File: config.mk
export PLATFORM = sky130hd
export DESIGN_NAME = ascii_tx_scheduler_flat
export DESIGN_NICKNAME = d
export VERILOG_FILES = /design/src/rtl/ascii_tx_scheduler_if.sv /design/src/rtl/ascii_tx_scheduler.sv /design/src/flat_wrapper.sv
export SDC_FILE = /design/constraint.sdc
export NUM_CORES = 1
export LEC_CHECK = 0
export CELL_PAD_IN_SITES_DETAIL_PLACEMENT = 1
export CELL_PAD_IN_SITES_GLOBAL_PLACEMENT = 1
export CORE_UTILIZATION = 25
export DETAILED_ROUTE_END_ITERATION = 8
export PLACE_DENSITY_LB_ADDON = 0.3
export SYNTH_ARGS = -nofsm -noshare
export SYNTH_HDL_FRONTEND = slang
export SYNTH_SLANG_ARGS = --single-unit
File: constraint.sdc
create_clock -name clk_i -period 3.31 [get_ports clk_i]
set_input_delay 0.662 -clock clk_i [delete_from_list [all_inputs] [get_ports clk_i]]
set_output_delay 0.662 -clock clk_i [all_outputs]
set_load 0.005 [all_outputs]
File: src/rtl/ascii_tx_scheduler_if.sv
// Request/transmit bundle between two requesters, the scheduler and a byte transmitter.
// The master modport is the scheduler's view.
interface ascii_tx_scheduler_if;
  logic        req0_ready;
  logic [15:0] req0_data;
  logic        req0_done;
  logic        req1_ready;
  logic [15:0] req1_data;
  logic        req1_done;
  logic [7:0]  tx_byte;
  logic        tx_start;
  logic        tx_done;
  logic        busy;
  logic        timeout_err;

  modport master (
    input  req0_ready, req0_data, req1_ready, req1_data, tx_done,
    output req0_done, req1_done, tx_byte, tx_start, busy, timeout_err
  );

  modport slave (
    output req0_ready, req0_data, req1_ready, req1_data, tx_done,
    input  req0_done, req1_done, tx_byte, tx_start, busy, timeout_err
  );
endinterface

File: src/rtl/ascii_tx_scheduler.sv
// Round-robin scheduler turning 16-bit words from two channels into ASCII hex frames
// ("T"/"I" tag, four hex digits, optional CR LF), one byte at a time.
module ascii_tx_scheduler #(
  parameter bit          APPEND_CRLF    = 1'b1,
  parameter int unsigned TIMEOUT_CYCLES = 1000000
) (
  input logic                       clk_i,
  input logic                       rst_ni,
  ascii_tx_scheduler_if.master      sched_io
);

  typedef enum logic [1:0] {StIdle, StSend, StWait, StAck} state_e;

  localparam logic [2:0]  LastIdx = APPEND_CRLF ? 3'd6 : 3'd4;
  localparam logic [23:0] CntMax  = 24'(TIMEOUT_CYCLES - 1);

  function automatic logic [7:0] hex_char(input logic [3:0] n);
    return (n < 4'd10) ? 8'h30 + {4'h0, n} : 8'h37 + {4'h0, n};
  endfunction

  function automatic logic [7:0] frame_byte(input logic [2:0] idx, input logic chan,
                                            input logic [15:0] data);
    case (idx)
      3'd0:    return chan ? 8'h49 : 8'h54;
      3'd1:    return hex_char(data[15:12]);
      3'd2:    return hex_char(data[11:8]);
      3'd3:    return hex_char(data[7:4]);
      3'd4:    return hex_char(data[3:0]);
      3'd5:    return 8'h0D;
      3'd6:    return 8'h0A;
      default: return 8'h00;
    endcase
  endfunction

  state_e      state_q, state_d;
  logic [15:0] data_q, data_d;
  logic        chan_q, chan_d;
  logic        last_q, last_d;
  logic [2:0]  idx_q, idx_d;
  logic [23:0] cnt_q, cnt_d;
  logic [7:0]  tx_byte_q, tx_byte_d;
  logic        tx_start_q, tx_start_d;
  logic        done0_q, done0_d;
  logic        done1_q, done1_d;
  logic        busy_q, busy_d;
  logic        err_q, err_d;

  always_comb begin
    state_d    = state_q;
    data_d     = data_q;
    chan_d     = chan_q;
    last_d     = last_q;
    idx_d      = idx_q;
    cnt_d      = cnt_q;
    err_d      = err_q;
    tx_byte_d  = tx_byte_q;
    tx_start_d = 1'b0;
    done0_d    = 1'b0;
    done1_d    = 1'b0;

    case (state_q)
      StIdle: begin
        if (sched_io.req0_ready || sched_io.req1_ready) begin
          // ch1 wins only when alone or when ch0 was served last
          chan_d     = sched_io.req1_ready && (!sched_io.req0_ready || !last_q);
          data_d     = chan_d ? sched_io.req1_data : sched_io.req0_data;
          idx_d      = 3'd0;
          tx_start_d = 1'b1;
          state_d    = StSend;
        end
      end
      StSend: begin
        cnt_d   = 24'd0;
        state_d = StWait;
      end
      StWait: begin
        if (sched_io.tx_done) begin
          if (idx_q == LastIdx) begin
            state_d = StAck;
            done0_d = !chan_q;
            done1_d = chan_q;
          end else begin
            idx_d      = idx_q + 3'd1;
            tx_start_d = 1'b1;
            state_d    = StSend;
          end
        end else if (cnt_q == CntMax) begin
          err_d   = 1'b1;
          state_d = StAck;
          done0_d = !chan_q;
          done1_d = chan_q;
        end else begin
          cnt_d = cnt_q + 24'd1;
        end
      end
      StAck: begin
        last_d  = chan_q;
        state_d = StIdle;
      end
      default: state_d = StIdle;
    endcase

    // Outputs are registered, so the byte for the next SEND is chosen here.
    if (tx_start_d) tx_byte_d = frame_byte(idx_d, chan_d, data_d);
    busy_d = (state_d != StIdle);
  end

  always_ff @(posedge clk_i or negedge rst_ni) begin
    if (!rst_ni) begin
      state_q    <= StIdle;
      data_q     <= 16'h0000;
      chan_q     <= 1'b0;
      last_q     <= 1'b1;
      idx_q      <= 3'd0;
      cnt_q      <= 24'd0;
      tx_byte_q  <= 8'h00;
      tx_start_q <= 1'b0;
      done0_q    <= 1'b0;
      done1_q    <= 1'b0;
      busy_q     <= 1'b0;
      err_q      <= 1'b0;
    end else begin
      state_q    <= state_d;
      data_q     <= data_d;
      chan_q     <= chan_d;
      last_q     <= last_d;
      idx_q      <= idx_d;
      cnt_q      <= cnt_d;
      tx_byte_q  <= tx_byte_d;
      tx_start_q <= tx_start_d;
      done0_q    <= done0_d;
      done1_q    <= done1_d;
      busy_q     <= busy_d;
      err_q      <= err_d;
    end
  end

  assign sched_io.tx_byte     = tx_byte_q;
  assign sched_io.tx_start    = tx_start_q;
  assign sched_io.req0_done   = done0_q;
  assign sched_io.req1_done   = done1_q;
  assign sched_io.busy        = busy_q;
  assign sched_io.timeout_err = err_q;

endmodule

File: src/flat_wrapper.sv
// flat-port wrapper written by rule: the top's interface ports become plain ports
module ascii_tx_scheduler_flat 
#(
  parameter bit          APPEND_CRLF    = 1'b1,
  parameter int unsigned TIMEOUT_CYCLES = 1000000
)
  (clk_i, rst_ni, sched_io_req0_ready, sched_io_req0_data, sched_io_req1_ready, sched_io_req1_data, sched_io_tx_done, sched_io_req0_done, sched_io_req1_done, sched_io_tx_byte, sched_io_tx_start, sched_io_busy, sched_io_timeout_err);
  ascii_tx_scheduler_if sched_io_i ();
  input logic clk_i;
  input logic rst_ni;
  input wire logic [$bits(sched_io_i.req0_ready)-1:0] sched_io_req0_ready;
  input wire logic [$bits(sched_io_i.req0_data)-1:0] sched_io_req0_data;
  input wire logic [$bits(sched_io_i.req1_ready)-1:0] sched_io_req1_ready;
  input wire logic [$bits(sched_io_i.req1_data)-1:0] sched_io_req1_data;
  input wire logic [$bits(sched_io_i.tx_done)-1:0] sched_io_tx_done;
  output wire logic [$bits(sched_io_i.req0_done)-1:0] sched_io_req0_done;
  output wire logic [$bits(sched_io_i.req1_done)-1:0] sched_io_req1_done;
  output wire logic [$bits(sched_io_i.tx_byte)-1:0] sched_io_tx_byte;
  output wire logic [$bits(sched_io_i.tx_start)-1:0] sched_io_tx_start;
  output wire logic [$bits(sched_io_i.busy)-1:0] sched_io_busy;
  output wire logic [$bits(sched_io_i.timeout_err)-1:0] sched_io_timeout_err;
  assign sched_io_i.req0_ready = sched_io_req0_ready;
  assign sched_io_i.req0_data = sched_io_req0_data;
  assign sched_io_i.req1_ready = sched_io_req1_ready;
  assign sched_io_i.req1_data = sched_io_req1_data;
  assign sched_io_i.tx_done = sched_io_tx_done;
  assign sched_io_req0_done = sched_io_i.req0_done;
  assign sched_io_req1_done = sched_io_i.req1_done;
  assign sched_io_tx_byte = sched_io_i.tx_byte;
  assign sched_io_tx_start = sched_io_i.tx_start;
  assign sched_io_busy = sched_io_i.busy;
  assign sched_io_timeout_err = sched_io_i.timeout_err;
  ascii_tx_scheduler #(.APPEND_CRLF(APPEND_CRLF), .TIMEOUT_CYCLES(TIMEOUT_CYCLES)) u_core (.clk_i(clk_i), .rst_ni(rst_ni), .sched_io(sched_io_i));
endmodule
* Yosys cells after proc, flatten, opt, wreduce, memory -nomap -nowiden
Index checks and enable logic that the tools add are counted.
Storage, ports and cells: flip-flop bits (word level) 60, input bits 37, output and inout port bits 13, word-level logic and storage cells 87
Cells by class: add/sub/neg operators 10, magnitude comparators 4, eq/ne operators 13, muxes and demuxes 35, bitwise logic cells 1, reduce and logical (&&, ||, !) cells 12
Operators with widths (count):
- 6-bit by 4-bit adder with 7-bit output, first input constant | 8
- 8-bit one-hot mux with 7 select lines | 1
- 16-bit 2-to-1 mux | 3
- 24-bit 2-to-1 mux | 2
- 24-bit one-hot mux with 2 select lines | 1
- 8-bit 2-to-1 mux | 4
- 24-bit by 1-bit adder with 24-bit output, second input constant | 1
- 24-bit by 20-bit equality test with 1-bit output, second input constant | 1
- 4-bit less-than comparator, second input constant | 4
- 1-bit 2-to-1 mux | 13
- 3-bit equality test, second input constant | 4
- 3-bit 2-to-1 mux | 3
- 2-bit 2-to-1 mux | 4
- 2-bit one-hot mux with 4 select lines | 1
- 3-bit by 2-bit equality test with 1-bit output, second input constant | 2
- 3-bit one-hot mux with 2 select lines | 1
- 3-bit AND reduction | 2
- 5-bit 2-to-1 mux | 1
- 2-bit equality test, second input constant | 2
- 2-bit != test, second input constant | 2
- 2-bit nonzero test | 2
- 3-bit by 1-bit adder with 3-bit output, second input constant | 1
- 3-bit by 1-bit equality test with 1-bit output, second input constant | 1
- 1-bit zero test | 3
- other kinds (7) | 8

* Longest topological paths before layout
depth in word-level cells 9, gate-level depth with buffers 13, gate-level depth less buffers 11

* Worst setup path before layout
OpenSTA, ideal clock, no wires.
path kind input port to flip-flop, start input port sched_io_req0_ready, end register u_core.tx_byte_q[2], in the netlist u_core.sched_io.tx_byte[2], setup time 121 ps, data arrival time 2363 ps, required time 3189 ps, setup slack 826 ps, stages 10, buffers on the path 2, path through or2_4 -> and2_4 -> buf_8 -> buf_6 -> o21ai_1 -> ha_1 -> a21oi_1 -> o31ai_1 -> o221ai_1 -> a22o_1
Between the ends: word-level cells in the longest chain between the ends 9, elaborated cells between the ends (all ways) 38, those cells by class 8 x add/sub; 4 x order compare; 6 x eq/ne; 15 x mux; 5 x reduce/logical
RTL lines:
- start, declared | RTL line flat_wrapper.sv:11 | input wire logic [$bits(sched_io_i.req0_ready)-1:0] sched_io_req0_ready;
- 1-bit zero test | RTL line ascii_tx_scheduler.sv:65 | chan_d = sched_io.req1_ready && (!sched_io.req0_ready || !last_q);
- 1-bit logical OR | RTL line ascii_tx_scheduler.sv:65
- 1-bit logical AND | RTL line ascii_tx_scheduler.sv:65
- 16-bit 2-to-1 mux | RTL line ascii_tx_scheduler.sv:66 | data_d = chan_d ? sched_io.req1_data : sched_io.req0_data;
- 16-bit 2-to-1 mux | RTL line ascii_tx_scheduler.sv:63 | if (sched_io.req0_ready || sched_io.req1_ready) begin
- 16-bit 2-to-1 mux | RTL line ascii_tx_scheduler.sv:61 | case (state_q)
- 6-bit by 4-bit adder with 7-bit output / 4-bit less-than comparator (equally long branches) | RTL line ascii_tx_scheduler.sv:18 | return (n < 4'd10) ? 8'h30 + {4'h0, n} : 8'h37 + {4'h0, n};
- 8-bit 2-to-1 mux | RTL line ascii_tx_scheduler.sv:18
- 8-bit one-hot mux with 7 select lines | RTL line ascii_tx_scheduler.sv:23 | case (idx)
- end signal, assigned | RTL line ascii_tx_scheduler.sv:129 | tx_byte_q <= tx_byte_d;
- end, declared | RTL line ascii_tx_scheduler.sv:41 | logic [7:0] tx_byte_q, tx_byte_d;
Several ways; a longest one is shown, not always the timed one. A chain may end at the register's enable or synchronous reset.

* Worst setup path in the final report
start input port sched_io_req1_ready, end register u_core.tx_byte_q[2], in the netlist u_core.sched_io.tx_byte[2]
Between the ends: word-level cells in the longest chain between the ends 7, elaborated cells between the ends (all ways) 36, those cells by class 8 x add/sub; 4 x order compare; 6 x eq/ne; 15 x mux; 3 x reduce/logical
RTL lines:
- start, declared | RTL line flat_wrapper.sv:13 | input wire logic [$bits(sched_io_i.req1_ready)-1:0] sched_io_req1_ready;
- 1-bit logical AND | RTL line ascii_tx_scheduler.sv:65
- 16-bit 2-to-1 mux | RTL line ascii_tx_scheduler.sv:66
- 16-bit 2-to-1 mux * | RTL line ascii_tx_scheduler.sv:63
- 16-bit 2-to-1 mux * | RTL line ascii_tx_scheduler.sv:61
- named net u_core.data_d[9] | RTL line ascii_tx_scheduler.sv:36 | logic [15:0] data_q, data_d;
- 6-bit by 4-bit adder with 7-bit output / 4-bit less-than comparator (equally long branches) | RTL line ascii_tx_scheduler.sv:18
- 8-bit 2-to-1 mux * | RTL line ascii_tx_scheduler.sv:18
- 8-bit one-hot mux with 7 select lines * | RTL line ascii_tx_scheduler.sv:23
Mark *: on every way through the listed nets, which the timed path passes. The rest lies on a longest branch.

==> results.sh <==
export IMPL_netlist_area_um2=3550
export IMPL_maxSlewHeadroom_pct=66.0
export IMPL_setup_slack_ps=305
export IMPL_pre_cts_slack_ps=-33.0
export IMPL_seqPwrFrac_pct=25.8
export IMPL_antenna_found_initial=0
export IMPL_regArea_um2=1480
export IMPL_holdCritPathClass="input pin to asynchronous set/reset pin"
export IMPL_synth_nets=422
export IMPL_insertion_delay_ps=330
export IMPL_clockBufferDepth=2
export IMPL_die_x_um=121
export IMPL_ys_async_sr_fraction_pct=100
export IMPL_die_area_um2=14700
export IMPL_end_kind="flop"
export IMPL_grt_max_degree=24
export IMPL_place_hpwl_mm=8.07
export IMPL_wirelength_mm=10.5
export IMPL_finalCritPeriodShare_pct=90.8
export IMPL_grt_pass1_wl_mm=17.4
export IMPL_cts_max_level=3
export IMPL_fmax_mhz=333
export IMPL_layout_drive_gt1_share_pct=18.6
export IMPL_fill_cells=1613
export IMPL_drt_iter0_markers=144
export IMPL_vias=3076
export IMPL_crit_fanout=6
export IMPL_cap_violations=0
export IMPL_remaining_drc_errors=0
export IMPL_tightest_slew_ps=507
export IMPL_ys_ff_latch=59
export IMPL_cts_reportedPaths_clkPinSlew_ps=50
export IMPL_fp_coreArea_um2=13900
export IMPL_synth_seq_area_share_pct=41.6
export IMPL_fp_dieH_um=121
export IMPL_synthFlopType="dfrtp_1"
export IMPL_p_sw_mw=1.67
export IMPL_status="complete, no violations"
export IMPL_cts_sink_count=59
export IMPL_worstPathArrival_ps=3220
export IMPL_critPathKind="input pin to flop"
export IMPL_grt_overflow_total=0
export IMPL_grt_usage_pct=15.6
export IMPL_fin_crit_ps=3010
export IMPL_setup_viol=0
export IMPL_initial_core_util_pct=25.6
export IMPL_pwr_share_clk_pct=22.0
export IMPL_row_count=43
export IMPL_viasPerCell=4.82
export IMPL_ir_worst_vdd_mv=0.264
export IMPL_cts_root_buf="clkbuf_16"
export IMPL_synth_edf_count=0
export IMPL_avgSynthCellArea_um2=9.40
export IMPL_rsz0062_at_grt="false"
export IMPL_p_leak_nw=2.05
export IMPL_final_cell_mix="dfrtp_1 (58), nand2_1 (48), clkdlybuf4s50_1 (47)"
export IMPL_cts_setup_buffers=0
export IMPL_portBuffers=48
export IMPL_wl_per_cell_um=16.5
export IMPL_yosysUniqueCellTypes=68
export IMPL_routabilityCongestion=0.806
export IMPL_hold_violations=0
export IMPL_p_per_area_nw_per_um2=881
export IMPL_syn_instance_count=378
export IMPL_yosysWarnings=0
export IMPL_multi_input_area_um2=1890
export IMPL_swShare_pct=40.4
export IMPL_ant_nets=0
export IMPL_dr_pass1_iters=5
export IMPL_power_internal_mw=2.46
export IMPL_fin_skew_ps=4.32
export IMPL_cp_data_required_time_ps=3530
export IMPL_power_frac_comb_pct=52.2
export IMPL_n_antenna_cell=0
export IMPL_cts_tree="yes"
export IMPL_ios=50
export IMPL_drv_slew=0
export IMPL_final_area_um2=4690
export IMPL_hold_buffers=0
export IMPL_cts_repair_resized=0
export IMPL_grt_pass1_vias=3273
export IMPL_final_common_cell="dfrtp_1"
export IMPL_tns_ps=0
export IMPL_fin_nets=499
export IMPL_start_kind="input pin"
export IMPL_postPlaceCellArea_um2=4400
export IMPL_cts_buffers=9
export IMPL_syn_to_final_growth_pct=31.9
## power by group through the flow
stage          clock, mW  combinational, mW  sequential, mW
6_report           0.907               2.16            1.07
2_1_floorplan          0               1.35            1.03
4_1_cts            0.928               2.17            1.07
5_1_grt            0.950               2.38            1.09
3_3_place_gp           0               2.12            1.07
3_5_place_dp           0               2.15            1.08
## Yosys cell counts, types with 2 or more instances
| master | count | area (um^2) |
|---|---|---|
| xnor2_1 | 4 | 35.0 |
| nor2_2 | 3 | 18.8 |
| a31oi_2 | 4 | 50.1 |
| buf_4 | 4 | 30.0 |
| a21o_1 | 4 | 30.0 |
| o21ai_2 | 2 | 17.5 |
| nor4_1 | 2 | 12.5 |
| o22ai_1 | 4 | 25.0 |
| nand3_1 | 16 | 80.1 |
| a2111oi_0 | 2 | 17.5 |
| mux2i_1 | 3 | 30.0 |
| a31oi_4 | 4 | 85.1 |
| inv_1 | 15 | 56.3 |
| buf_2 | 5 | 25.0 |
| nor2_1 | 39 | 146 |
| clkbuf_1 | 2 | 7.51 |
| and3_1 | 4 | 25.0 |
| nand2_1 | 48 | 180 |
| xor2_1 | 22 | 193 |
| and2_1 | 3 | 18.8 |
| inv_2 | 5 | 18.8 |
| a21oi_1 | 26 | 130 |
| dfrtp_1 | 58 | 1450 |
| o21ai_1 | 4 | 20.0 |
| nor4_4 | 2 | 42.5 |
| a2bb2oi_2 | 2 | 30.0 |
| a211o_1 | 3 | 26.3 |
| a31oi_1 | 8 | 50.1 |
| mux2_2 | 2 | 22.5 |
| ha_1 | 7 | 87.6 |
| a22oi_2 | 2 | 25.0 |
| nor4b_1 | 2 | 17.5 |
| nand4_1 | 9 | 56.3 |
| nor2b_1 | 4 | 25.0 |
| and4_1 | 4 | 35.0 |
| o31ai_1 | 4 | 30.0 |
| buf_6 | 3 | 33.8 |
| nor3_1 | 3 | 15.0 |
| o21ai_0 | 11 | 55.1 |
## final cells by class
class	instances	area share [%]
clock inverters	3	0.854
multi-input cells	284	40.3
flip-flops and latches	59	31.5
well taps	180	4.81
clock buffers	11	5.18
repair buffers	81	15.7
inverters	20	1.60
## critical path: stages
cell and delay, ps:
clkdlybuf4s50_1 580, nor2b_1 370, o22ai_1 160, a31oi_1 470, o21a_1 320, nand2_1 100, xnor2_1 210, o221ai_1 150
a22o_1 210
## state kept, by name, indices dropped and copies added, names as in the netlist
| register | flops |
|---|---|
| u_core.idx_q | 3 |
| u_core.sched_io.tx_start | 1 |
| u_core.chan_q | 1 |
| u_core.cnt_q | 24 |
| u_core.state_q | 2 |
| u_core.last_q | 1 |
| u_core.sched_io.req1_done | 1 |
| u_core.sched_io.timeout_err | 1 |
| u_core.sched_io.tx_byte | 7 |
| u_core.data_q | 16 |
| u_core.sched_io.busy | 1 |
| u_core.sched_io.req0_done | 1 |
## per-layer routing
metal / share of wire, % / up-vias / track usage [%] / wire length (um)
li1: - / 1496 / - / -
met1: 52 / 1523 / 22.4 / 5410
met2: 44 / 47 / 23.3 / 4640
met3: 2.6 / 10 / 1.97 / 269
met4: 1.7 / 0 / 6.94 / 182
met5: 0 / - / 0 / 0
## final timing paths
kind	from	slack [ps]	depth (start not counted)	end
setup / recovery	sched_io_req1_ready	300	9	u_core.sched_io.tx_byte[2]$_DFFE_PN0P_
hold / removal	rst_ni	290	1	u_core.data_q[2]$_DFF_PN0_
hold reg to reg	u_core.chan_q$_DFF_PN0_	440	1	u_core.sched_io.req0_done$_DFF_PN0_
max in group asynchronous	rst_ni	2290	2	u_core.cnt_q[22]$_DFFE_PN0P_
min in group clk_i	u_core.chan_q$_DFF_PN0_	440	1	u_core.sched_io.req0_done$_DFF_PN0_
setup reg to reg	u_core.state_q[1]$_DFF_PN0_	670	8	u_core.sched_io.tx_byte[2]$_DFFE_PN0P_
## stage by stage
step	cells	power, mW	hold slack (ps)	util [%]
CTS	638	4.16	305	33.8
finish	638	4.13	289	33.8
global placement	624	3.19	440	31.7
floorplan	378	2.37	366	-
detailed placement	624	3.22	438	31.7
global route	638	4.42	321	33.8
## kinds of logic after synthesis
group | Yosys count | synth area share (%)
AND/OR/NAND/NOR | 143 | 19.8
XOR/XNOR | 26 | 6.41
adder cells (fa/ha/maj) | 7 | 2.46
flip-flops | 59 | 41.6
other | 1 | 0.106
buffers and inverters | 35 | 5.25
AO/OA/AOI/OAI | 101 | 22.5
multiplexers | 6 | 1.90
No activity file was read; power rests on OpenSTA's default activity.
